--- config.mk ---
export PLATFORM = sky130hd
export DESIGN_NAME = vector_execute_seq_flat
export DESIGN_NICKNAME = d
export VERILOG_FILES = /design/src/rtl/vector_execute_seq_pkg.sv /design/src/rtl/vector_execute_seq_if.sv /design/src/rtl/vector_execute_seq_alu_lane.sv /design/src/rtl/vector_execute_seq.sv /design/src/flat_wrapper.sv
export SDC_FILE = /design/constraint.sdc
export NUM_CORES = 1
export LEC_CHECK = 0
export ABC_AREA = 1
export CAP_MARGIN = 10
export CORE_UTILIZATION = 40
export CTS_CLUSTER_SIZE = 12
export DETAILED_ROUTE_END_ITERATION = 6
export PLACE_DENSITY = 0.73
export SLEW_MARGIN = 30
export SYNTH_ARGS = -nofsm -noshare
export SYNTH_HDL_FRONTEND = slang
export SYNTH_SLANG_ARGS = --single-unit
--- constraint.sdc ---
create_clock -name clk -period 3.5 [get_ports clk]
set_clock_uncertainty 0.05 [all_clocks]
set_input_delay 0.7 -clock clk [delete_from_list [all_inputs] [get_ports clk]]
set_output_delay 0.7 -clock clk [all_outputs]
set_load 0.02 [all_outputs]
--- src/rtl/vector_execute_seq_pkg.sv ---
// vector_execute_pkg: shared encodings for the vector execute stage
package vector_execute_pkg;
  typedef enum logic [2:0] {
    ALU_ADD  = 3'b000,
    ALU_SUB  = 3'b001,
    ALU_AND  = 3'b010,
    ALU_OR   = 3'b011,
    ALU_XOR  = 3'b100,
    ALU_SHL  = 3'b101,
    ALU_SHR  = 3'b110,
    ALU_PASS = 3'b111
  } alu_op_e;
  typedef enum logic [1:0] {
    FWD_OP  = 2'b00,
    FWD_WB  = 2'b01,
    FWD_M   = 2'b10,
    FWD_RSV = 2'b11
  } fwd_sel_e;
  typedef enum logic [1:0] {
    IDLE = 2'b00,
    BUSY = 2'b01,
    DONE = 2'b10
  } state_e;
endpackage

--- src/rtl/vector_execute_seq_if.sv ---
// vector_execute_seq_if: operand/handshake bus between register-read, execute and memory
interface vector_execute_seq_if #(
  parameter int DATA_WIDTH  = 8,
  parameter int VECTOR_SIZE = 6
);
  logic inValid, inReady, outValid, outReady;
  logic [DATA_WIDTH-1:0] scalarData1, scalarData2, scalarInmediate;
  logic [DATA_WIDTH*VECTOR_SIZE-1:0] vectorOperand1, vectorOperand2, forwardWB, forwardM;
  logic [2:0] aluControl;
  logic useInmediate, isScalarInstruction, isVectorScalarOperation;
  logic [1:0] data1ScalarForwardSelector, data2ScalarForwardSelector;
  logic [1:0] data1VectorForwardSelector, data2VectorForwardSelector;
  logic [DATA_WIDTH*VECTOR_SIZE-1:0] out, dataToWrite;
  logic N, Z, V, C, busy;
  modport slave (
    input inValid, outReady, scalarData1, scalarData2, scalarInmediate,
          vectorOperand1, vectorOperand2, forwardWB, forwardM, aluControl,
          useInmediate, isScalarInstruction, isVectorScalarOperation,
          data1ScalarForwardSelector, data2ScalarForwardSelector,
          data1VectorForwardSelector, data2VectorForwardSelector,
    output inReady, outValid, out, dataToWrite, N, Z, V, C, busy
  );
  modport master (
    output inValid, outReady, scalarData1, scalarData2, scalarInmediate,
           vectorOperand1, vectorOperand2, forwardWB, forwardM, aluControl,
           useInmediate, isScalarInstruction, isVectorScalarOperation,
           data1ScalarForwardSelector, data2ScalarForwardSelector,
           data1VectorForwardSelector, data2VectorForwardSelector,
    input  inReady, outValid, out, dataToWrite, N, Z, V, C, busy
  );
endinterface

--- src/rtl/vector_execute_seq_alu_lane.sv ---
// alu_lane: one element operation with N/Z/V/C flags
module alu_lane import vector_execute_pkg::*; #(
  parameter int DATA_WIDTH = 8
) (
  input  logic [DATA_WIDTH-1:0] a,
  input  logic [DATA_WIDTH-1:0] b,
  input  alu_op_e               op,
  output logic [DATA_WIDTH-1:0] y,
  output logic                  n,
  output logic                  z,
  output logic                  v,
  output logic                  c
);
  localparam int M = DATA_WIDTH - 1;
  localparam logic [DATA_WIDTH-1:0] W = DATA_WIDTH'(DATA_WIDTH);
  logic [DATA_WIDTH:0] sum, dif;
  logic [DATA_WIDTH-1:0] sh;
  assign sum = {1'b0, a} + {1'b0, b};
  assign dif = {1'b0, a} - {1'b0, b};
  assign sh  = b % W;
  assign y = op == ALU_ADD ? sum[M:0] :
             op == ALU_SUB ? dif[M:0] :
             op == ALU_AND ? a & b :
             op == ALU_OR  ? a | b :
             op == ALU_XOR ? a ^ b :
             op == ALU_SHL ? a << sh :
             op == ALU_SHR ? a >> sh : b;
  assign n = y[M];
  assign z = y == '0;
  assign c = op == ALU_ADD ? sum[DATA_WIDTH] : op == ALU_SUB ? ~dif[DATA_WIDTH] : 1'b0;
  assign v = op == ALU_ADD ? (a[M] == b[M]) && (y[M] != a[M]) :
             op == ALU_SUB ? (a[M] != b[M]) && (y[M] != a[M]) : 1'b0;
endmodule

--- src/rtl/vector_execute_seq.sv ---
// vector_execute_seq: multi-cycle execute stage, scalar in one cycle, vectors in VECTOR_SIZE/LANES groups
module vector_execute_seq import vector_execute_pkg::*; #(
  parameter int DATA_WIDTH  = 8,
  parameter int VECTOR_SIZE = 6,
  parameter int LANES       = 2
) (
  input logic clk,
  input logic reset,
  vector_execute_seq_if.slave bus
);
  localparam int G  = VECTOR_SIZE / LANES;
  localparam int GW = $clog2(G) + 1;
  localparam int W  = DATA_WIDTH * VECTOR_SIZE;
  localparam int LW = DATA_WIDTH * LANES;
  if (VECTOR_SIZE % LANES != 0) begin : g_badLanes
    $error("LANES must divide VECTOR_SIZE");
  end
  state_e state, nextState;
  logic [GW-1:0] grp;
  logic [W-1:0] aReg, bReg, vA, vB, vB2, outReg, dtwReg;
  alu_op_e opReg, op;
  logic [DATA_WIDTH-1:0] sA, sB2, sB, sY;
  logic [3:0] sFlags, flags;
  logic [LW-1:0] laneY;
  logic [LANES-1:0][3:0] unusedFlags;
  logic accept;
  assign op  = alu_op_e'(bus.aluControl);
  assign sA  = bus.data1ScalarForwardSelector == FWD_WB ? bus.forwardWB[DATA_WIDTH-1:0] :
               bus.data1ScalarForwardSelector == FWD_M  ? bus.forwardM[DATA_WIDTH-1:0] : bus.scalarData1;
  assign sB2 = bus.data2ScalarForwardSelector == FWD_WB ? bus.forwardWB[DATA_WIDTH-1:0] :
               bus.data2ScalarForwardSelector == FWD_M  ? bus.forwardM[DATA_WIDTH-1:0] : bus.scalarData2;
  assign sB  = bus.useInmediate ? bus.scalarInmediate : sB2;
  assign vA  = bus.data1VectorForwardSelector == FWD_WB ? bus.forwardWB :
               bus.data1VectorForwardSelector == FWD_M  ? bus.forwardM : bus.vectorOperand1;
  assign vB2 = bus.data2VectorForwardSelector == FWD_WB ? bus.forwardWB :
               bus.data2VectorForwardSelector == FWD_M  ? bus.forwardM : bus.vectorOperand2;
  assign vB  = bus.isVectorScalarOperation ? {VECTOR_SIZE{sB}} : vB2;
  alu_lane #(.DATA_WIDTH(DATA_WIDTH)) u_scalar (
    .a(sA), .b(sB), .op(op), .y(sY),
    .n(sFlags[3]), .z(sFlags[2]), .v(sFlags[1]), .c(sFlags[0])
  );
  for (genvar i = 0; i < LANES; i++) begin : g_lane
    alu_lane #(.DATA_WIDTH(DATA_WIDTH)) u_lane (
      .a(accept ? vA[i*DATA_WIDTH +: DATA_WIDTH] : aReg[(int'(grp)*LANES+i)*DATA_WIDTH +: DATA_WIDTH]),
      .b(accept ? vB[i*DATA_WIDTH +: DATA_WIDTH] : bReg[(int'(grp)*LANES+i)*DATA_WIDTH +: DATA_WIDTH]),
      .op(accept ? op : opReg),
      .y(laneY[i*DATA_WIDTH +: DATA_WIDTH]),
      .n(unusedFlags[i][3]), .z(unusedFlags[i][2]), .v(unusedFlags[i][1]), .c(unusedFlags[i][0])
    );
  end
  assign bus.outValid    = state == DONE;
  assign bus.busy        = state != IDLE;
  assign bus.out         = outReg;
  assign bus.dataToWrite = dtwReg;
  assign {bus.N, bus.Z, bus.V, bus.C} = flags;
  // State register
  always_ff @(posedge clk) begin
    if (reset) state <= IDLE;
    else state <= nextState;
  end
  // Handshake and next-state: DONE retires and re-accepts in the same cycle when outReady is high
  always_comb begin
    bus.inReady = state == IDLE || (state == DONE && bus.outReady);
    accept = bus.inValid && bus.inReady;
    nextState = state;
    if (accept) nextState = (bus.isScalarInstruction || G == 1) ? DONE : BUSY;
    else if (state == BUSY && grp == GW'(G - 1)) nextState = DONE;
    else if (state == DONE && bus.outReady) nextState = IDLE;
  end
  // Operand capture and result assembly, one lane group per cycle
  always_ff @(posedge clk) begin
    if (reset) begin
      grp <= '0;
      aReg <= '0;
      bReg <= '0;
      opReg <= ALU_ADD;
      outReg <= '0;
      dtwReg <= '0;
      flags <= '0;
    end else if (accept) begin
      aReg <= vA;
      bReg <= vB;
      opReg <= op;
      dtwReg <= vB2;
      grp <= bus.isScalarInstruction ? '0 : GW'(1);
      if (bus.isScalarInstruction) begin
        outReg <= W'(sY);
        flags <= sFlags;
      end else outReg[LW-1:0] <= laneY;
    end else if (state == BUSY) begin
      outReg[int'(grp)*LW +: LW] <= laneY;
      grp <= grp + GW'(1);
    end
  end
endmodule

--- src/flat_wrapper.sv ---
// flat-port wrapper written by rule: the top's interface ports become plain ports
module vector_execute_seq_flat import vector_execute_pkg::*;
#(
  parameter int DATA_WIDTH  = 8,
  parameter int VECTOR_SIZE = 6,
  parameter int LANES       = 2
)
  (clk, reset, bus_inValid, bus_outReady, bus_scalarData1, bus_scalarData2, bus_scalarInmediate, bus_vectorOperand1, bus_vectorOperand2, bus_forwardWB, bus_forwardM, bus_aluControl, bus_useInmediate, bus_isScalarInstruction, bus_isVectorScalarOperation, bus_data1ScalarForwardSelector, bus_data2ScalarForwardSelector, bus_data1VectorForwardSelector, bus_data2VectorForwardSelector, bus_inReady, bus_outValid, bus_out, bus_dataToWrite, bus_N, bus_Z, bus_V, bus_C, bus_busy);
  vector_execute_seq_if #(.DATA_WIDTH(DATA_WIDTH), .VECTOR_SIZE(VECTOR_SIZE)) bus_i ();
  input logic clk;
  input logic reset;
  input wire logic [$bits(bus_i.inValid)-1:0] bus_inValid;
  input wire logic [$bits(bus_i.outReady)-1:0] bus_outReady;
  input wire logic [$bits(bus_i.scalarData1)-1:0] bus_scalarData1;
  input wire logic [$bits(bus_i.scalarData2)-1:0] bus_scalarData2;
  input wire logic [$bits(bus_i.scalarInmediate)-1:0] bus_scalarInmediate;
  input wire logic [$bits(bus_i.vectorOperand1)-1:0] bus_vectorOperand1;
  input wire logic [$bits(bus_i.vectorOperand2)-1:0] bus_vectorOperand2;
  input wire logic [$bits(bus_i.forwardWB)-1:0] bus_forwardWB;
  input wire logic [$bits(bus_i.forwardM)-1:0] bus_forwardM;
  input wire logic [$bits(bus_i.aluControl)-1:0] bus_aluControl;
  input wire logic [$bits(bus_i.useInmediate)-1:0] bus_useInmediate;
  input wire logic [$bits(bus_i.isScalarInstruction)-1:0] bus_isScalarInstruction;
  input wire logic [$bits(bus_i.isVectorScalarOperation)-1:0] bus_isVectorScalarOperation;
  input wire logic [$bits(bus_i.data1ScalarForwardSelector)-1:0] bus_data1ScalarForwardSelector;
  input wire logic [$bits(bus_i.data2ScalarForwardSelector)-1:0] bus_data2ScalarForwardSelector;
  input wire logic [$bits(bus_i.data1VectorForwardSelector)-1:0] bus_data1VectorForwardSelector;
  input wire logic [$bits(bus_i.data2VectorForwardSelector)-1:0] bus_data2VectorForwardSelector;
  output wire logic [$bits(bus_i.inReady)-1:0] bus_inReady;
  output wire logic [$bits(bus_i.outValid)-1:0] bus_outValid;
  output wire logic [$bits(bus_i.out)-1:0] bus_out;
  output wire logic [$bits(bus_i.dataToWrite)-1:0] bus_dataToWrite;
  output wire logic [$bits(bus_i.N)-1:0] bus_N;
  output wire logic [$bits(bus_i.Z)-1:0] bus_Z;
  output wire logic [$bits(bus_i.V)-1:0] bus_V;
  output wire logic [$bits(bus_i.C)-1:0] bus_C;
  output wire logic [$bits(bus_i.busy)-1:0] bus_busy;
  assign bus_i.inValid = bus_inValid;
  assign bus_i.outReady = bus_outReady;
  assign bus_i.scalarData1 = bus_scalarData1;
  assign bus_i.scalarData2 = bus_scalarData2;
  assign bus_i.scalarInmediate = bus_scalarInmediate;
  assign bus_i.vectorOperand1 = bus_vectorOperand1;
  assign bus_i.vectorOperand2 = bus_vectorOperand2;
  assign bus_i.forwardWB = bus_forwardWB;
  assign bus_i.forwardM = bus_forwardM;
  assign bus_i.aluControl = bus_aluControl;
  assign bus_i.useInmediate = bus_useInmediate;
  assign bus_i.isScalarInstruction = bus_isScalarInstruction;
  assign bus_i.isVectorScalarOperation = bus_isVectorScalarOperation;
  assign bus_i.data1ScalarForwardSelector = bus_data1ScalarForwardSelector;
  assign bus_i.data2ScalarForwardSelector = bus_data2ScalarForwardSelector;
  assign bus_i.data1VectorForwardSelector = bus_data1VectorForwardSelector;
  assign bus_i.data2VectorForwardSelector = bus_data2VectorForwardSelector;
  assign bus_inReady = bus_i.inReady;
  assign bus_outValid = bus_i.outValid;
  assign bus_out = bus_i.out;
  assign bus_dataToWrite = bus_i.dataToWrite;
  assign bus_N = bus_i.N;
  assign bus_Z = bus_i.Z;
  assign bus_V = bus_i.V;
  assign bus_C = bus_i.C;
  assign bus_busy = bus_i.busy;
  vector_execute_seq #(.DATA_WIDTH(DATA_WIDTH), .VECTOR_SIZE(VECTOR_SIZE), .LANES(LANES)) u_core (.clk(clk), .reset(reset), .bus(bus_i));
endmodule
==> impl_metrics.json, run 1 <==
{
  "cp.required_ns": 3.84,
  "fin_cells": 3838,
  "ant_nets": 0,
  "die_h_um": 203,
  "crit_type": "input port to flip-flop",
  "hold_viol": 0,
  "synth_seq_area_share_pct": 25.3,
  "cts_sinks": 204,
  "clk_latency_ns": 0.56,
  "drc": 0,
  "finalMaxSlewViolations": 0,
  "track_usage_pct": 36.0,
  "synth_area_per_cell_sq_um": 6.23,
  "grt_pass1_wl_mm": 116,
  "status": "finished, final reports clean",
  "start_util_pct": 40.6,
  "p_leak_nw": 11.7,
  "tightest_slew_ns": 0.881,
  "finalInstanceArea_sq_um": 24800,
  "power_mw": 10.5,
  "ctsHoldBuffers": 0,
  "dp_hpwl_mm": 60.7,
  "cts_inserted_buffers": 24,
  "critPathMaxFanout": 4,
  "whs_ns": 0.414,
  "crit_path_end_kind": "flip-flop",
  "cts_tree": "done",
  "cts-htree-levels": 1,
  "core.rowCount": 73,
  "core_region_area_sq_um": 39700,
  "routabilityCongestion": 1.00,
  "setup_tns_ns": 0,
  "drive_gt1_share_pct": 23.3,
  "dieArea_sq_um": 41100,
  "clock.fmax_mhz": 290,
  "drt_iter0_drc": 2026,
  "hold_path.class": "flip-flop to flip-flop",
  "arrival_ns": 3.79,
  "synth_edf_count": 0,
  "yosys_warnings": 0,
  "crit_path_start_kind": "input port",
  "area_growth_pct": 53.6,
  "vias_per_cell": 5.48,
  "routed_wl_mm": 76.1,
  "dpl_cell_area_sq_um": 23000,
  "synth.cell_area_sq_um": 16100,
  "clkTransAtPathRegs_ns": 0.06,
  "pin_count": 337,
  "cap_violations": 0,
  "grt-ovfl-total": 0,
  "ir_drop_mv": 0.277,
  "cts_buffer_depth": 3,
  "fin_nets": 3614,
  "via_count": 21000,
  "root_buffer": "clkbuf_16",
  "port_buffers": 336,
  "die_w_um": 203,
  "synth_seq_cells": 204,
  "setup_violations": 0,
  "grt_pass1_vias": 20100,
  "slew_headroom_pct": 41.3,
  "synth_flop_cell": "dfxtp_1",
  "p_per_area_nw_per_um2": 424,
  "fin_crit_sh_pct": 98.4,
  "firstDrtPassIters": 6,
  "synth.distinct_cells": 54,
  "synthCells": 2589,
  "synth_fp_nets": 2906,
  "dpl.cell_count": 3758,
  "wl_per_cell_um": 19.8,
  "antenna_found_initial": 0,
  "fin_crit_ns": 3.44,
  "synth-async-reset-ratio_pct": 0,
  "grt_max_degree": 106
}
critical path: stages:
cell and delay, ns:
clkdlybuf4s50_1 0.51, inv_2 0.06, o211ai_1 0.22, nand4_1 0.14
buf_6 0.16, nand3_4 0.09, inv_4 0.05, ha_4 0.29
clkinvlp_4 0.13, buf_6 0.14, o31ai_4 0.29, a21oi_2 0.10
o21ai_2 0.17, a21oi_2 0.07, nor2_1 0.10, nor2_1 0.05
xnor2_1 0.14, nand2_1 0.06, nand2_1 0.07, nand2_2 0.08
nand3_1 0.09, a21oi_1 0.06
power breakdown:
group	total [mW]	switching, mW	leakage, nW	internal [mW]
clock	2.62	1.08	0.399	1.54
combinational	5.26	2.94	9.60	2.32
sequential	2.63	0.111	1.68	2.52
total	10.5	4.13	11.7	6.38
area by class of cell:
type                    count  area (sq um)
diodes                      1          2.50
clock buffers              33           694
clock inverters             8           125
fillers                  3788         15000
inverters                 254           975
multi-input cells        1984         11000
flip-flops and latches    204          4090
well taps                 525           657
repair buffers            829          7210
worst paths after layout:
kind,startpoint,endpoint,slack (ns),cells past startpoint
max reg2reg,u_core.grp[0],u_core.bus.out[15],0.07,22
max,bus_forwardM[10],u_core.bus.out[15],0.06,22
min,u_core.bus.out[32],u_core.bus.out[32],0.41,2
min reg2reg,u_core.bus.out[32],u_core.bus.out[32],0.41,2
cell families (layout without fill, tap and decap cells):
kind of cell	count (synthesis)	in the layout	synth area share [%]
XOR/XNOR	23	23	1.25
AO/OA/AOI/OAI	714	714	25.5
flip-flops	204	204	25.3
adder cells (fa/ha/maj)	83	83	6.72
AND/OR/NAND/NOR	1164	1164	31.1
other	0	1	0
buffers and inverters	401	1124	10.2
Yosys cell counts, types with 24 or more instances:
cell type  instances  share of area [%]
a21oi_1          270                8.4
inv_1            227                5.3
o211a_1           28                1.7
nor2_1           191                4.4
dfxtp_1          204                 25
o21ai_0          243                7.5
clkbuf_1          83                1.9
o211ai_1          37                1.7
buf_2             39                1.2
a211oi_1          58                2.7
nand3_1          184                5.7
inv_2             24               0.56
ha_1              77                6.0
nand4_1           25               0.97
nand2_1          680                 16
stage by stage:
stage / util [%] / worst slack [ns]
CTS: 60.9 / 0.0175
global placement: 58.0 / -0.862
detailed placement: 58.0 / -0.920
floorplan: - / -0.0555
finish: 62.4 / 0.0561
global route: 62.3 / -0.0425
cell usage in the layout, fill, tap and decap left out, drive strengths merged, types with 8 or more instances in the layout:
| master | count |
|---|---|
| a211oi | 58 |
| a21oi | 274 |
| a22oi | 9 |
| a31oi | 14 |
| buf | 494 |
| clkbuf | 38 |
| clkdlybuf4s50 | 319 |
| dfxtp | 204 |
| dlymetal6s2s | 8 |
| ha | 77 |
| inv | 251 |
| nand2 | 698 |
| nand3 | 195 |
| nand4 | 25 |
| nor2 | 214 |
| o211a | 28 |
| o211ai | 38 |
| o21ai | 272 |
| o31ai | 8 |
| or2 | 22 |
| xor2 | 21 |
state kept, by name, summed over array words and instances (netlist names):
register                flops
u_core.grp                  3
u_core.bus.dataToWrite     48
u_core.bReg                48
u_core.aReg                48
u_core.flags                4
u_core.state                2
u_core.opReg                3
u_core.bus.out             48
routing by layer:
metal / global-route usage, % / share of wire [%] / vias up
met2: 58.8 / 46 / 978
met5: 0 / 0 / -
li1: - / - / 10000
met1: 48.2 / 43 / 9832
met3: 4.88 / 7.1 / 161
met4: 13.5 / 4.1 / 0
what timing repair did:
action / 4_1_cts / 5_1_grt
gates resized for setup: 60 / 153
pin swaps: 18 / 77
buffers inserted: 19 / 22
endpoints found under the setup margin: 30 / 45
No activity file was read; power rests on OpenSTA's default activity.
==> run 2, diff against run 1 <==
--- a/config.mk
+++ b/config.mk
@@ -6,11 +6,14 @@
 export NUM_CORES = 1
 export LEC_CHECK = 0
 export ABC_AREA = 1
+export ABC_CLOCK_PERIOD_IN_PS = 3500
 export CAP_MARGIN = 10
-export CORE_UTILIZATION = 40
+export CELL_PAD_IN_SITES_DETAIL_PLACEMENT = 1
+export CELL_PAD_IN_SITES_GLOBAL_PLACEMENT = 2
+export CORE_UTILIZATION = 25
 export CTS_CLUSTER_SIZE = 12
 export DETAILED_ROUTE_END_ITERATION = 6
-export PLACE_DENSITY = 0.73
+export PLACE_DENSITY = 0.83
 export SLEW_MARGIN = 30
 export SYNTH_ARGS = -nofsm -noshare
 export SYNTH_HDL_FRONTEND = slang
==> run 2 against run 1 <==
Effect of this change: worst hold slack improved by 0.0017 ns; largest cell class unchanged; combinational power up 4%; count of clock-buffer cells in the layout decreased by 4; die area grew 59%; sequential power about the same; cell count rose by 9.4%; critical path depth is 2 higher; global-route usage fell by 8.7 points.
==> impl_metrics.json, run 2 (synthesis results as in run 1) <==
{
  "fin_crit_sh_pct": 97.1,
  "cts_sinks": 204,
  "pin_count": 337,
  "dieArea_sq_um": 65500,
  "grt_pass1_wl_mm": 139,
  "arrival_ns": 3.84,
  "die_h_um": 256,
  "fin_crit_ns": 3.40,
  "drc": 0,
  "tightest_slew_ns": 0.829,
  "cts_tree": "done",
  "wl_per_cell_um": 22.1,
  "die_w_um": 256,
  "critPathMaxStageDelay_ns": 0.42,
  "whs_ns": 0.416,
  "num-fill-cells": 7969,
  "cp.required_ns": 3.95,
  "cap_violations": 0,
  "cts_buffer_depth": 3,
  "ir_drop_mv": 0.209,
  "pwr-share-seq_pct": 22.8,
  "hold_path.class": "flip-flop to flip-flop",
  "root_buffer": "clkbuf_16",
  "start_util_pct": 25.4,
  "via_count": 21200,
  "slowest_stage": "clkdlybuf4s50_1",
  "p_per_area_nw_per_um2": 447,
  "core_region_area_sq_um": 63400,
  "clkPwrFrac_pct": 30.0,
  "p_leak_nw": 12.0,
  "dp_hpwl_mm": 74.5,
  "crit_buf_inv": 8,
  "dpl.cell_count": 4103,
  "critPathMaxFanout": 8,
  "crit_path_end_kind": "flip-flop",
  "track_usage_pct": 27.4,
  "area_growth_pct": 60.2,
  "final_common_cell": "nand2_1",
  "grt_max_degree": 107,
  "rsz0062_at_grt": "yes",
  "crit_type": "input port to flip-flop",
  "fin_cells": 4199,
  "ant_nets": 0,
  "crit_top_cell": "nor2_1",
  "routabilityCongestion": 0.952,
  "routed_wl_mm": 93.0,
  "antenna_found_initial": 6,
  "cp_top_family": "buffers and inverters",
  "core.rowCount": 92,
  "clkTransAtPathRegs_ns": 0.06,
  "p_comb_share_pct": 47.2,
  "drive_gt1_share_pct": 24.2,
  "grt-ovfl-total": 0,
  "finalInstanceArea_sq_um": 25800,
  "clk_latency_ns": 0.57,
  "finalMaxSlewViolations": 0,
  "dpl_cell_area_sq_um": 23700,
  "p_switching_mw": 4.44,
  "p_int_mw": 7.12,
  "cts-htree-levels": 1,
  "vias_per_cell": 5.06,
  "swShare_pct": 38.4,
  "seq_area_sq_um": 4090,
  "ctsHoldBuffers": 0,
  "hold_viol": 0,
  "multiInputGateArea_sq_um": 11100,
  "drt_iter0_drc": 1332,
  "firstDrtPassIters": 5,
  "status": "finished, final reports clean",
  "cts_inserted_buffers": 26,
  "clock.fmax_mhz": 294,
  "grt_pass1_vias": 22200,
  "setup_violations": 0,
  "final_cell_mix": "nand2_1, buf_4, clkdlybuf4s50_1",
  "crit_path_start_kind": "input port",
  "crit_chain": "clkdlybuf4s50_1 > buf_6 > inv_6 > buf_12 > nand4_1 > nand3_4 > inv_4 > ha_4 > inv_4 > a21oi_4 > o31ai_4 > a21oi_2 > o21ai_2 > nand2_1 > inv_2 > nor2_1 > nor2_1 > nor2_1 > a21oi_1 > o21ai_1 > nand2_1 > inv_2 > nand4_1 > a21oi_1",
  "slew_headroom_pct": 44.1,
  "fin_nets": 3648,
  "port_buffers": 336
}
-- run 2: area by class of cell --
cell class / count / area share, %
clock buffer: 29 / 2.60
sequential: 204 / 15.8
timing repair buffer: 861 / 29.2
inverter: 254 / 3.75
multi-input combinational: 1984 / 42.8
clock inverter: 17 / 1.62
antenna: 4 / 0.0387
tap: 846 / 4.10
-- run 2: power groups by stage --
stage	logic (mW)	clock network, mW	registers (mW)
floorplan	2.34	0	2.74
global placement	4.90	0	2.68
detailed placement	4.98	0	2.68
CTS	5.20	3.52	2.64
global route	5.86	3.61	2.65
finish	5.45	3.47	2.64
-- run 2: worst paths after layout --
path                            slack, ns                 end                        start  cells past startpoint
worst min register to register       0.42     u_core.aReg[25]              u_core.aReg[25]                      2
worst min-delay path                 0.42     u_core.aReg[25]              u_core.aReg[25]                      2
worst max register to register       0.15   u_core.bus.out[7]              u_core.state[1]                     26
worst max-delay path                 0.10  u_core.bus.out[39]  bus_isVectorScalarOperation                     24
-- run 2: timing repair --
item	in CTS	in global routing
pin swaps	40	62
buffers inserted	26	19
gates resized for setup	101	113
endpoints found under the setup margin	43	48
gates cloned	0	1
-- run 2: stage by stage --
stage / util, % / worst slack (ns) / power, mW / TNS (ns)
after detailed placement: 37.4 / -1.05 / 7.66 / -39.43
after floorplan: - / -0.0555 / 5.07 / -0.0555
after CTS: 39.9 / 0.0112 / 11.4 / 0
final: 40.7 / 0.103 / 11.6 / 0
after global routing: 40.7 / -0.0722 / 12.1 / -0.411
after global placement: 37.4 / -0.979 / 7.58 / -35.96
-- run 2: tightest hold or removal path, delay by kind of cell, from the launching register on --
kind,cells,cell delay (ns)
flops,1,0.30
buf+inv,1,0.06
compound gates,1,0.06
-- run 2: routing by layer --
metal | global-route usage [%] | vias up | part of all wire, %
met2 | 47.6 | 574 | 48
li1 | - | 10100 | -
met4 | 10.8 | 2 | 4.4
met3 | 2.36 | 162 | 3.7
met1 | 34.8 | 10400 | 44
met5 | 0 | - | 0.013
==> run 3, diff against run 2 <==
--- a/config.mk
+++ b/config.mk
@@ -10,11 +10,12 @@
 export CAP_MARGIN = 10
 export CELL_PAD_IN_SITES_DETAIL_PLACEMENT = 1
 export CELL_PAD_IN_SITES_GLOBAL_PLACEMENT = 2
-export CORE_UTILIZATION = 25
+export CORE_UTILIZATION = 24
 export CTS_CLUSTER_SIZE = 12
 export DETAILED_ROUTE_END_ITERATION = 6
-export PLACE_DENSITY = 0.83
+export PLACE_DENSITY = 0.82
 export SLEW_MARGIN = 30
 export SYNTH_ARGS = -nofsm -noshare
 export SYNTH_HDL_FRONTEND = slang
+export SYNTH_HIERARCHICAL = 1
 export SYNTH_SLANG_ARGS = --single-unit
==> run 3 against run 2 <==
Effect of this change: routed wire length decreased by 1.4%; worst hold slack worse by 0.0056 ns; via count grew 6.3%; sequential cell count did not move; clock power fell by 15%; non-clock buffer count rose by 12; worst setup slack better by 0.024 ns; design area increased by 6.4%; count of clock-buffer cells in the layout grew 5; register-to-register slack barely moved.
==> impl_metrics.json, run 3 <==
{
  "wl_per_cell_um": 19.6,
  "synth.cell_area_sq_um": 17200,
  "crit_type": "input port to flip-flop",
  "vias_per_cell": 4.82,
  "area_growth_pct": 60.0,
  "grt-ovfl-total": 0,
  "drive_gt1_share_pct": 23.9,
  "hold_viol": 0,
  "post-route-util_pct": 39.0,
  "final_cell_mix": "nand2_1, buf_4, clkdlybuf4s50_1",
  "start_util_pct": 24.4,
  "cap_violations": 0,
  "swShare_pct": 40.8,
  "min_to": "u_core/bReg[14]",
  "cp.required_ns": 3.92,
  "clock.fmax_mhz": 297,
  "pwr-share-seq_pct": 23.0,
  "dieArea_sq_um": 72600,
  "cts_tree": "done",
  "fin_nets": 4042,
  "crit_buf_inv": 6,
  "cp_top_family": "simple AND/OR/NAND/NOR gates",
  "slowest_stage": "clkdlybuf4s50_1",
  "via_count": 22600,
  "clkPwrFrac_pct": 25.4,
  "synthCells": 2978,
  "p_int_mw": 6.89,
  "power_mw": 11.6,
  "dp_hpwl_mm": 73.5,
  "ir_drop_mv": 0.364,
  "root_buffer": "clkbuf_16",
  "crit_cells": 28,
  "grt_pass1_wl_mm": 139,
  "critPathMaxStageDelay_ns": 0.49,
  "num-fill-cells": 9111,
  "cts_buffer_depth": 3,
  "firstDrtPassIters": 5,
  "routed_wl_mm": 91.6,
  "crit_top_cell": "nand2_2",
  "die_h_um": 269,
  "setup_violations": 0,
  "pin_count": 337,
  "core_region_area_sq_um": 70400,
  "finalMaxSlewViolations": 0,
  "fin_crit_ns": 3.37,
  "min_from": "u_core/bReg[14]",
  "status": "finished, final reports clean",
  "p_leak_nw": 13.6,
  "core.rowCount": 97,
  "tightest_slew_ns": 0.941,
  "yosys_warnings": 6,
  "synth_area_per_cell_sq_um": 5.77,
  "drc": 0,
  "grt_pass1_vias": 23200,
  "final_common_cell": "nand2_1",
  "cts-htree-levels": 1,
  "die_w_um": 269,
  "crit_path_start_kind": "input port",
  "critPathMaxFanout": 3,
  "routabilityCongestion": 0.950,
  "whs_ns": 0.410,
  "reg2reg_to": "u_core/bus.out[38]",
  "grt_max_degree": 79,
  "port_buffers": 336,
  "r2r.worst_path.cells": 27,
  "drt_iter0_drc": 1190,
  "slew_headroom_pct": 37.3,
  "track_usage_pct": 24.3,
  "hold_path.class": "flip-flop to flip-flop",
  "rrSetupSlack_ns": 0.16,
  "clkTransAtPathRegs_ns": 0.06,
  "crit_path_end_kind": "flip-flop",
  "ant_nets": 0,
  "arrival_ns": 3.79,
  "timing.rr.start": "u_core/grp[0]",
  "num_antenna_cells": 0,
  "antenna_found_initial": 0,
  "fin_crit_sh_pct": 96.4,
  "clk_latency_ns": 0.58,
  "cts_inserted_buffers": 27,
  "seq_area_sq_um": 4090,
  "p_switching_mw": 4.75,
  "p_comb_share_pct": 51.6,
  "multiInputGateArea_sq_um": 12200,
  "cts_sinks": 204,
  "rsz0062_at_grt": "yes",
  "p_per_area_nw_per_um2": 423,
  "hold_depth": 2,
  "synth_fp_nets": 3295
}
run 3: metal layers:
metal / part of all wire [%] / track usage, % / vias to the layer above
met5: 0 / 0 / -
met4: 3.4 / 7.27 / 0
met3: 3.7 / 2.37 / 147
met2: 50 / 43.9 / 517
met1: 43 / 30.2 / 10800
li1: - / - / 11100
run 3: final cells by class:
type / instances / area share (%)
sequential: 204 / 14.9
clock inverter: 14 / 0.628
clock buffer: 34 / 2.74
tap: 940 / 4.28
multi-input combinational: 2274 / 44.3
timing repair buffer: 873 / 28.4
inverter: 345 / 4.85
run 3: worst register-to-register path: stages, from the launching register on:
cell      delay [ns]
dfxtp_2         0.33
buf_6           0.14
nor2_2          0.12
buf_6           0.13
buf_4           0.12
buf_12          0.11
a22oi_1         0.10
o211ai_1        0.35
inv_1           0.15
ha_4            0.34
inv_4           0.05
buf_4           0.13
o21ai_2         0.12
nand2_1         0.08
nand2_1         0.08
nand2_2         0.07
nand2_2         0.07
nand2_2         0.06
nand2_1         0.07
nand2_1         0.05
nand2_1         0.08
nand2_2         0.08
nand2_2         0.07
inv_2           0.05
nand3_2         0.06
nand3_1         0.06
nand2_1         0.07
nor2_1          0.04
run 3: through the flow:
stage / instances / TNS (ns) / cell area (sq um) / worst slack [ns]
after global routing: 4684 / -0.217 / 27500 / -0.0559
after detailed placement: 4575 / -44.81 / 24900 / -1.03
final: 4684 / 0 / 27500 / 0.127
after global placement: 4575 / -42.27 / 24900 / -0.978
after floorplan: 2978 / -0.262 / 17300 / -0.0669
after CTS: 4643 / -0.0369 / 26400 / -0.0270
run 3: repair_timing:
item | in CTS | in global routing
setup buffers | 20 | 40
hold endpoints to repair | 0 | 0
hold buffers | 0 | 0
resized for setup | 139 | 222
pin swaps | 40 | 85
endpoints found under the setup margin | 51 | 52
cloned | 0 | 3
run 3: power by group through the flow:
stage                     clock [mW]  sequential, mW  combinational [mW]
after floorplan                    0            2.78                2.59
after global placement             0            2.72                5.27
after detailed placement           0            2.73                5.33
after CTS                       3.00            2.68                5.61
after global routing            3.09            2.69                6.53
final                           2.95            2.68                6.01
run 3: how the worst max path moves through the flow:
stage | from | endpoint | slack, ns
final | bus_forwardM[1] | u_core/bus.out[38] | 0.13
after detailed placement | bus_outReady | u_core/bus.out[39] | -1.03
after global placement | bus_outReady | u_core/bus.out[39] | -0.98
after CTS | bus_data1VectorForwardSelector[0] | u_core/bus.out[39] | -0.03
after floorplan | bus_outReady | u_core/bus.out[47] | -0.07
after global routing | bus_forwardM[1] | u_core/bus.out[38] | -0.06
